## config.mk

```make
export PLATFORM = sky130hd
export DESIGN_NAME = alu_issue_sequencer
export DESIGN_NICKNAME = d
export VERILOG_FILES = /design/src/rtl/alu_issue_sequencer.sv
export SDC_FILE = /design/constraint.sdc
export NUM_CORES = 1
export LEC_CHECK = 0
export ABC_AREA = 1
export CELL_PAD_IN_SITES_DETAIL_PLACEMENT = 0
export CELL_PAD_IN_SITES_GLOBAL_PLACEMENT = 2
export CORE_ASPECT_RATIO = 1.25
export CORE_MARGIN = 2
export CORE_UTILIZATION = 25
export DETAILED_ROUTE_END_ITERATION = 10
export PLACE_DENSITY = 0.84
export SYNTH_ARGS = -nofsm -noshare
export SYNTH_HDL_FRONTEND = slang
export SYNTH_SLANG_ARGS = --single-unit
```

## constraint.sdc

```tcl
create_clock -name clk -period 5.45 [get_ports clk]
set_input_delay 0.8175 -clock clk [delete_from_list [all_inputs] [get_ports clk]]
set_output_delay 0.8175 -clock clk [all_outputs]
set_load 0.05 [all_outputs]
```

## src/rtl/alu_issue_sequencer.sv

```systemverilog
// alu_issue_sequencer: decodes RV32I/M OP and OP-IMM instructions into operands and
// op codes for an external ALU32Bit. It holds those operands for a per-class number of
// cycles, then captures the ALU output and applies the RISC-V divide corner-case fixes.
module alu_issue_sequencer #(
    parameter int ALU_LAT = 1,
    parameter int MUL_LAT = 2,
    parameter int DIV_LAT = 4
) (
    input  logic        clk,
    input  logic        rst,
    input  logic        in_valid,
    output logic        in_ready,
    input  logic [31:0] instr,
    input  logic [31:0] rs1_data,
    input  logic [31:0] rs2_data,
    output logic [31:0] alu_a,
    output logic [31:0] alu_b,
    output logic [4:0]  alu_op,
    input  logic [31:0] alu_result,
    output logic        out_valid,
    input  logic        out_ready,
    output logic [31:0] out_result,
    output logic [4:0]  out_rd,
    output logic        out_illegal
);

    localparam int MAX_AM  = (ALU_LAT > MUL_LAT) ? ALU_LAT : MUL_LAT;
    localparam int MAX_LAT = (MAX_AM > DIV_LAT) ? MAX_AM : DIV_LAT;
    localparam int CNT_W   = (MAX_LAT > 1) ? $clog2(MAX_LAT) : 1;

    localparam logic [CNT_W-1:0] ALU_CNT = CNT_W'(ALU_LAT - 1);
    localparam logic [CNT_W-1:0] MUL_CNT = CNT_W'(MUL_LAT - 1);
    localparam logic [CNT_W-1:0] DIV_CNT = CNT_W'(DIV_LAT - 1);

    localparam logic [6:0] OPC_OP  = 7'b0110011;
    localparam logic [6:0] OPC_IMM = 7'b0010011;

    localparam logic [4:0] OP_ADD    = 5'b00000;
    localparam logic [4:0] OP_SUB    = 5'b00001;
    localparam logic [4:0] OP_SLT    = 5'b00011;
    localparam logic [4:0] OP_SLTU   = 5'b00101;
    localparam logic [4:0] OP_AND    = 5'b00111;
    localparam logic [4:0] OP_OR     = 5'b01000;
    localparam logic [4:0] OP_SLL    = 5'b01010;
    localparam logic [4:0] OP_SRL    = 5'b01011;
    localparam logic [4:0] OP_SRA    = 5'b01101;
    localparam logic [4:0] OP_MUL    = 5'b01110;
    localparam logic [4:0] OP_MULH   = 5'b01111;
    localparam logic [4:0] OP_MULHU  = 5'b10000;
    localparam logic [4:0] OP_MULHSU = 5'b10001;
    localparam logic [4:0] OP_DIV    = 5'b10010;
    localparam logic [4:0] OP_DIVU   = 5'b10011;
    localparam logic [4:0] OP_REM    = 5'b10100;
    localparam logic [4:0] OP_REMU   = 5'b10101;

    typedef enum logic [1:0] {
        IDLE = 2'd0,
        EXEC = 2'd1,
        DONE = 2'd2
    } state_t;

    state_t           state;
    state_t           state_next;
    logic [CNT_W-1:0] cnt;
    logic             accept;

    logic             dec_legal;
    logic [4:0]       dec_op;
    logic [31:0]      dec_b;
    logic [CNT_W-1:0] dec_cnt;

    logic [6:0] opcode;
    logic [2:0] funct3;
    logic [6:0] funct7;
    logic [31:0] imm_sext;
    logic [31:0] shamt_imm;
    logic [31:0] shamt_reg;
    logic        unused_rs1_field;

    assign opcode    = instr[6:0];
    assign funct3    = instr[14:12];
    assign funct7    = instr[31:25];
    assign imm_sext  = {{20{instr[31]}}, instr[31:20]};
    assign shamt_imm = {27'b0, instr[24:20]};
    assign shamt_reg = {27'b0, rs2_data[4:0]};
    // The rs1 index is resolved upstream; only its data arrives here.
    assign unused_rs1_field = ^instr[19:15];

    // RISC-V results for divide-by-zero and signed overflow, which ALU32Bit does not produce.
    function automatic logic [31:0] fix_result(input logic [4:0] op, input logic [31:0] a,
                                               input logic [31:0] b, input logic [31:0] r);
        logic div0;
        logic ovf;
        div0 = (b == 32'h0);
        ovf  = (a == 32'h8000_0000) && (b == 32'hFFFF_FFFF);
        fix_result = r;
        case (op)
            OP_DIV: begin
                if (div0)     fix_result = 32'hFFFF_FFFF;
                else if (ovf) fix_result = 32'h8000_0000;
            end
            OP_DIVU: if (div0) fix_result = 32'hFFFF_FFFF;
            OP_REM: begin
                if (div0)     fix_result = a;
                else if (ovf) fix_result = 32'h0;
            end
            OP_REMU: if (div0) fix_result = a;
            default: fix_result = r;
        endcase
    endfunction

    // Hold budget per op class; the counter is loaded with budget-1.
    function automatic logic [CNT_W-1:0] class_cnt(input logic [4:0] op);
        if (op >= OP_DIV)      class_cnt = DIV_CNT;
        else if (op >= OP_MUL) class_cnt = MUL_CNT;
        else                   class_cnt = ALU_CNT;
    endfunction

    // Instruction decode into op code, B operand and legality.
    always_comb begin
        dec_legal = 1'b0;
        dec_op    = OP_ADD;
        dec_b     = rs2_data;
        if (opcode == OPC_OP) begin
            case (funct7)
                7'b0000000: begin
                    dec_legal = 1'b1;
                    case (funct3)
                        3'b000: dec_op = OP_ADD;
                        3'b001: begin dec_op = OP_SLL; dec_b = shamt_reg; end
                        3'b010: dec_op = OP_SLT;
                        3'b011: dec_op = OP_SLTU;
                        3'b101: begin dec_op = OP_SRL; dec_b = shamt_reg; end
                        3'b110: dec_op = OP_OR;
                        3'b111: dec_op = OP_AND;
                        default: dec_legal = 1'b0;
                    endcase
                end
                7'b0100000: begin
                    case (funct3)
                        3'b000: begin dec_legal = 1'b1; dec_op = OP_SUB; end
                        3'b101: begin dec_legal = 1'b1; dec_op = OP_SRA; dec_b = shamt_reg; end
                        default: dec_legal = 1'b0;
                    endcase
                end
                7'b0000001: begin
                    dec_legal = 1'b1;
                    case (funct3)
                        3'b000:  dec_op = OP_MUL;
                        3'b001:  dec_op = OP_MULH;
                        3'b010:  dec_op = OP_MULHSU;
                        3'b011:  dec_op = OP_MULHU;
                        3'b100:  dec_op = OP_DIV;
                        3'b101:  dec_op = OP_DIVU;
                        3'b110:  dec_op = OP_REM;
                        default: dec_op = OP_REMU;
                    endcase
                end
                default: dec_legal = 1'b0;
            endcase
        end else if (opcode == OPC_IMM) begin
            dec_b = imm_sext;
            case (funct3)
                3'b000: begin dec_legal = 1'b1; dec_op = OP_ADD; end
                3'b010: begin dec_legal = 1'b1; dec_op = OP_SLT; end
                3'b011: begin dec_legal = 1'b1; dec_op = OP_SLTU; end
                3'b110: begin dec_legal = 1'b1; dec_op = OP_OR; end
                3'b111: begin dec_legal = 1'b1; dec_op = OP_AND; end
                3'b001: begin
                    dec_b = shamt_imm;
                    if (funct7 == 7'b0000000) begin
                        dec_legal = 1'b1;
                        dec_op    = OP_SLL;
                    end
                end
                3'b101: begin
                    dec_b = shamt_imm;
                    if (funct7 == 7'b0000000) begin
                        dec_legal = 1'b1;
                        dec_op    = OP_SRL;
                    end else if (funct7 == 7'b0100000) begin
                        dec_legal = 1'b1;
                        dec_op    = OP_SRA;
                    end
                end
                default: dec_legal = 1'b0;
            endcase
        end
    end

    assign dec_cnt   = class_cnt(dec_op);
    assign in_ready  = (state == IDLE) && !rst;
    assign accept    = in_valid && in_ready;
    assign out_valid = (state == DONE);

    // State register.
    always_ff @(posedge clk or posedge rst) begin
        if (rst) state <= IDLE;
        else     state <= state_next;
    end

    // Next-state logic: accept, hold for the class budget, then wait for the consumer.
    always_comb begin
        state_next = state;
        case (state)
            IDLE: if (accept) state_next = dec_legal ? EXEC : DONE;
            EXEC: if (cnt == '0) state_next = DONE;
            DONE: if (out_ready) state_next = IDLE;
            default: state_next = IDLE;
        endcase
    end

    // Operand/result registers and hold counter; ALU operands change only on a legal accept.
    always_ff @(posedge clk or posedge rst) begin
        if (rst) begin
            cnt         <= '0;
            alu_a       <= '0;
            alu_b       <= '0;
            alu_op      <= '0;
            out_result  <= '0;
            out_rd      <= '0;
            out_illegal <= 1'b0;
        end else if (accept) begin
            out_rd <= instr[11:7];
            if (dec_legal) begin
                alu_a       <= rs1_data;
                alu_b       <= dec_b;
                alu_op      <= dec_op;
                cnt         <= dec_cnt;
                out_illegal <= 1'b0;
            end else begin
                out_illegal <= 1'b1;
                out_result  <= '0;
            end
        end else if (state == EXEC) begin
            if (cnt == '0) out_result <= fix_result(alu_op, alu_a, alu_b, alu_result);
            else           cnt <= cnt - 1'b1;
        end
    end

endmodule

```

==> summary.md <==
| Metric | Value |
|---|---|
| Syn_nets | `1091` |
| Number of design-rule violations left by the first detailed-router iteration | `258` |
| Relative slew slack | `0.371` |
| Avg Inst Size Synth | `~6.7 µm²` |
| Vias in the first global route | `6884` |
| Sequential fraction of the synthesis area | `0.433` |
| IO buf count | `235` |
| Remaining antenna violation count after routing | `0` |
| Clock Power Share | `0.235` |
| Transition time at the pin with the least slew margin | `943 ps` |
| Io pins | `about 240` |
| Most instantiated flip-flop cell in the synthesis netlist | `sky130_fd_sc_hd__dfrtp_1` |
| Slowest stage cell, crit path | `sky130_fd_sc_hd__clkdlybuf4s50_1` |
| RSZ-0062 raised after global routing | `no` |
| Endpoint of the worst setup timing path | `alu_op[0]` |
| GRT overflow | `0` |
| Netlist cell types | `29` |
| Mapped Cells | `958` |
| Total setup buffers inserted after CTS | `0` |
| Achievable clock frequency | `0.282 GHz` |
| DIE AREA | `0.0269 mm²` |
| Library cell with the highest instance count after synthesis | `sky130_fd_sc_hd__nand2_1` |
| Via total after detailed routing | `6772` |
| Kind of start point of the critical path | `input pin` |
| Total Negative Setup Slacks | `0 ps` |
| Worst R2R Setup Slack | `2770 ps` |
| Detailed Place HPWL | `between 15000 and 20000 µm` |
| Nets@finish | `1298` |
| Static Leakage | `0.00456 µW` |
| Number of detailed-routing iterations run before antenna repair | `5` |
| Critical Path Source | `instr[0]` |
| Required @ worst endpoint | `approximately 5700 ps` |
| Final min period | `about 3600 ps` |
| Final hold violation count | `0` |
| Net load switching power | `between 1000 and 1500 µW` |
| Effective utilization at floorplan | `0.254` |
| Cell area after technology mapping | `0.00641 mm²` |
| Clock-pin slew of the registers on the worst-case setup and hold paths | `80 ps` |
| Number of gates resized after CTS | `0` |
| Worst flop-to-flop path endpoint | `out_result[1]` |
| Critical path data arrival time | `3750 ps` |
| Number of standard-cell rows in the floorplan | `65` |
| Total wire length after detailed routing | `23200 µm` |
| DR DRC count | `0` |
| Internal power component | `1640 µW` |
| Clock Root Buffer | `sky130_fd_sc_hd__clkbuf_16` |
| Overall global routing resource usage | `0.175` |
| CTS tree | `built` |
| Final Slew Violations | `0` |
| Placeable core region | `between 0.02 and 0.03 mm²` |
| Seq pwr share | `0.377` |
| Maximum fanout along the worst path | `97` |
| Source-to-sink clock delay at the later pin of the worst-skew pair | `360 ps` |
| Setup Viol. Count Final | `0` |
| Max-Cap Viols | `0` |
| Count of warnings emitted by yosys | `0` |
| Switching Fraction | `0.408` |
| Most numerous cell types in the synthesized netlist | `354 x sky130_fd_sc_hd__nand2_1, 111 x sky130_fd_sc_hd__dfrtp_1, 102 x sky130_fd_sc_hd__inv_1` |
| Cell depth of the worst flop-to-flop path | `9` |
| Final worst path period share | `0.651` |
| Height of the die | `183 µm` |
| Combinational power share | `0.389` |
| CP Class | `input pin to flip-flop` |
| CTS Sinks | `111` |
| Largest net degree at the start of global routing | `98` |
| Result of the run | `completed` |
| Pwr dens | `299 mW/mm²` |
| Slowest Stage Delay on Critical Path | `about 460 ps` |
| Hold crit path type | `flip-flop to flip-flop` |
| Cell types with the largest area share after synthesis | `sky130_fd_sc_hd__dfrtp_1 43%, sky130_fd_sc_hd__nand2_1 21%, sky130_fd_sc_hd__o21ai_0 6.8%, sky130_fd_sc_hd__nand3_1 6.3%, sky130_fd_sc_hd__inv_1 6.0%` |
| Hold slack | `483 ps` |
| Register bit total from synthesis | `111` |
| Setup clock skew after layout | `14.8 ps` |
| GP Congestion | `roughly 0.85` |
| H-Tree Depth | `3` |
| Share of cells above drive strength 1 | `0.0351` |
| Launch instance of the worst register-to-register path | `state[1]` |
| CP dominant cell by count | `sky130_fd_sc_hd__nand2_1` |
| Worst path cell trace | `clkdlybuf4s50_1 > nand2_1 > nor3_1 > nand3_1 > inv_1 > nand4_2 > nand3_4 > buf_4 > inv_4 > nand2_1 > o21ai_0` |
| Post-CTS Hold Fix Bufs | `0` |
| Maximum root-to-sink buffer count | `2` |
| Dominant cell type by area after synthesis | `sky130_fd_sc_hd__dfrtp_1` |
| VDD IR max | `roughly 0.13 mV` |
| Post-synth EDFFs | `0` |
| Antenna violations before repair | `0` |
| Kind of capture point of the worst setup path | `flip-flop` |
| Average vias per placed instance | `4.51` |
| Die X | `between 100 and 150 µm` |
| Routed wirelength normalized by instance count | `roughly 15 µm` |
| Synth async-reset ratio | `1.00` |
| Number of buffers inserted during clock tree synthesis | `9` |
| First-pass GRT wire length | `37100 µm` |
| Fraction of synthesized cell area taken by the top area cell type | `0.433` |
| Antenna cells | `0` |
| Relative area change from synthesis to final layout | `44.8%` |
[layout by cell type (no fill, tap or decap), drive strengths merged]
master,count
a21oi,40
a221oi,1
buf,11
clkbuf,9
clkdlybuf4s50,235
clkinv,2
clkinvlp,1
dfrtp,111
ha,1
inv,110
nand2,355
nand3,82
nand3b,1
nand4,5
nor2,103
nor3,6
nor4,1
o2111ai,1
o21ai,87
o31ai,6
[worst max-delay path, delay by kind of cell]
kind	cells	cell delay [ps]
AOI/OAI and AO/OA	1	90
buffers and inverters	4	1770
and+or+nand+nor	6	1020
[power by group through the flow]
stage                     clock network [µW]  registers, µW  logic (µW)
after global placement                     0           1060        1090
after global routing                     707           1070        1150
after CTS                                673           1050        1090
final                                    653           1050        1080
after floorplan                            0           1490         221
after detailed placement                   0           1060        1090
[cells by family (layout without fill, tap and decap cells)]
| group | Yosys count | in the layout | synth area share |
|---|---|---|---|
| simple gates | 553 | 553 | 0.352 |
| buf+inv | 158 | 368 | 0.104 |
| fa+ha+maj | 1 | 1 | 0.00195 |
| compound gates | 135 | 135 | 0.109 |
| flops | 111 | 111 | 0.433 |
[metrics by stage]
stage / util / setup slack (ps) / std cells / cell area (µm²) / total power (µW)
after floorplan: - / 1700 / 958 / 6410 / 1710
after global placement: 0.357 / 1450 / 1489 / 9010 / 2150
after detailed placement: 0.357 / 1470 / 1489 / 9010 / 2150
after CTS: 0.368 / 1840 / 1503 / 9280 / 2810
after global routing: 0.368 / 1520 / 1503 / 9280 / 2930
final: 0.368 / 1900 / 1503 / 9280 / 2780
[sequential cells by signal, indices dropped and copies added, names as in the netlist]
signal / count
alu_op: 5
out_illegal: 1
out_rd: 5
out_result: 32
state: 2
alu_b: 32
alu_a: 32
cnt: 2
[final cells by class]
type                            instances  area (µm²)
Clock inverter                          5        45.0
Fill cell                            2726       15900
Multi-Input combinational cell        689        2970
Timing Repair Buffer                  246        2430
Tap cell                              335         419
Sequential cell                       111        2780
Clock buffer                            9         225
Inverter                              108         410
[worst min path at each step]
| stage | startpoint | to | slack, ps | depth (start not counted) |
|---|---|---|---|---|
| 6_report | out_illegal | out_illegal | 480 | 2 |
| 5_1_grt | out_result[6] | out_result[6] | 500 | 2 |
| 4_1_cts | out_result[30] | out_result[30] | 490 | 2 |
| 3_5_place_dp | out_result[30] | out_result[30] | 470 | 2 |
| 3_3_place_gp | out_result[29] | out_result[29] | 460 | 2 |
| 2_1_floorplan | cnt[1] | cnt[1] | 450 | 2 |
[routing by layer]
metal / up-vias / routed length (µm) / global-route usage / part of all wire
met5: - / 0 / 0 / 0
met4: 0 / 403 / 0.0538 / 0.017
met3: 25 / 1410 / 0.0378 / 0.060
met2: 202 / 11100 / 0.304 / 0.48
met1: 3136 / 10300 / 0.217 / 0.44
li1: 3409 / - / - / -
Power figures use the tool's default switching activity.
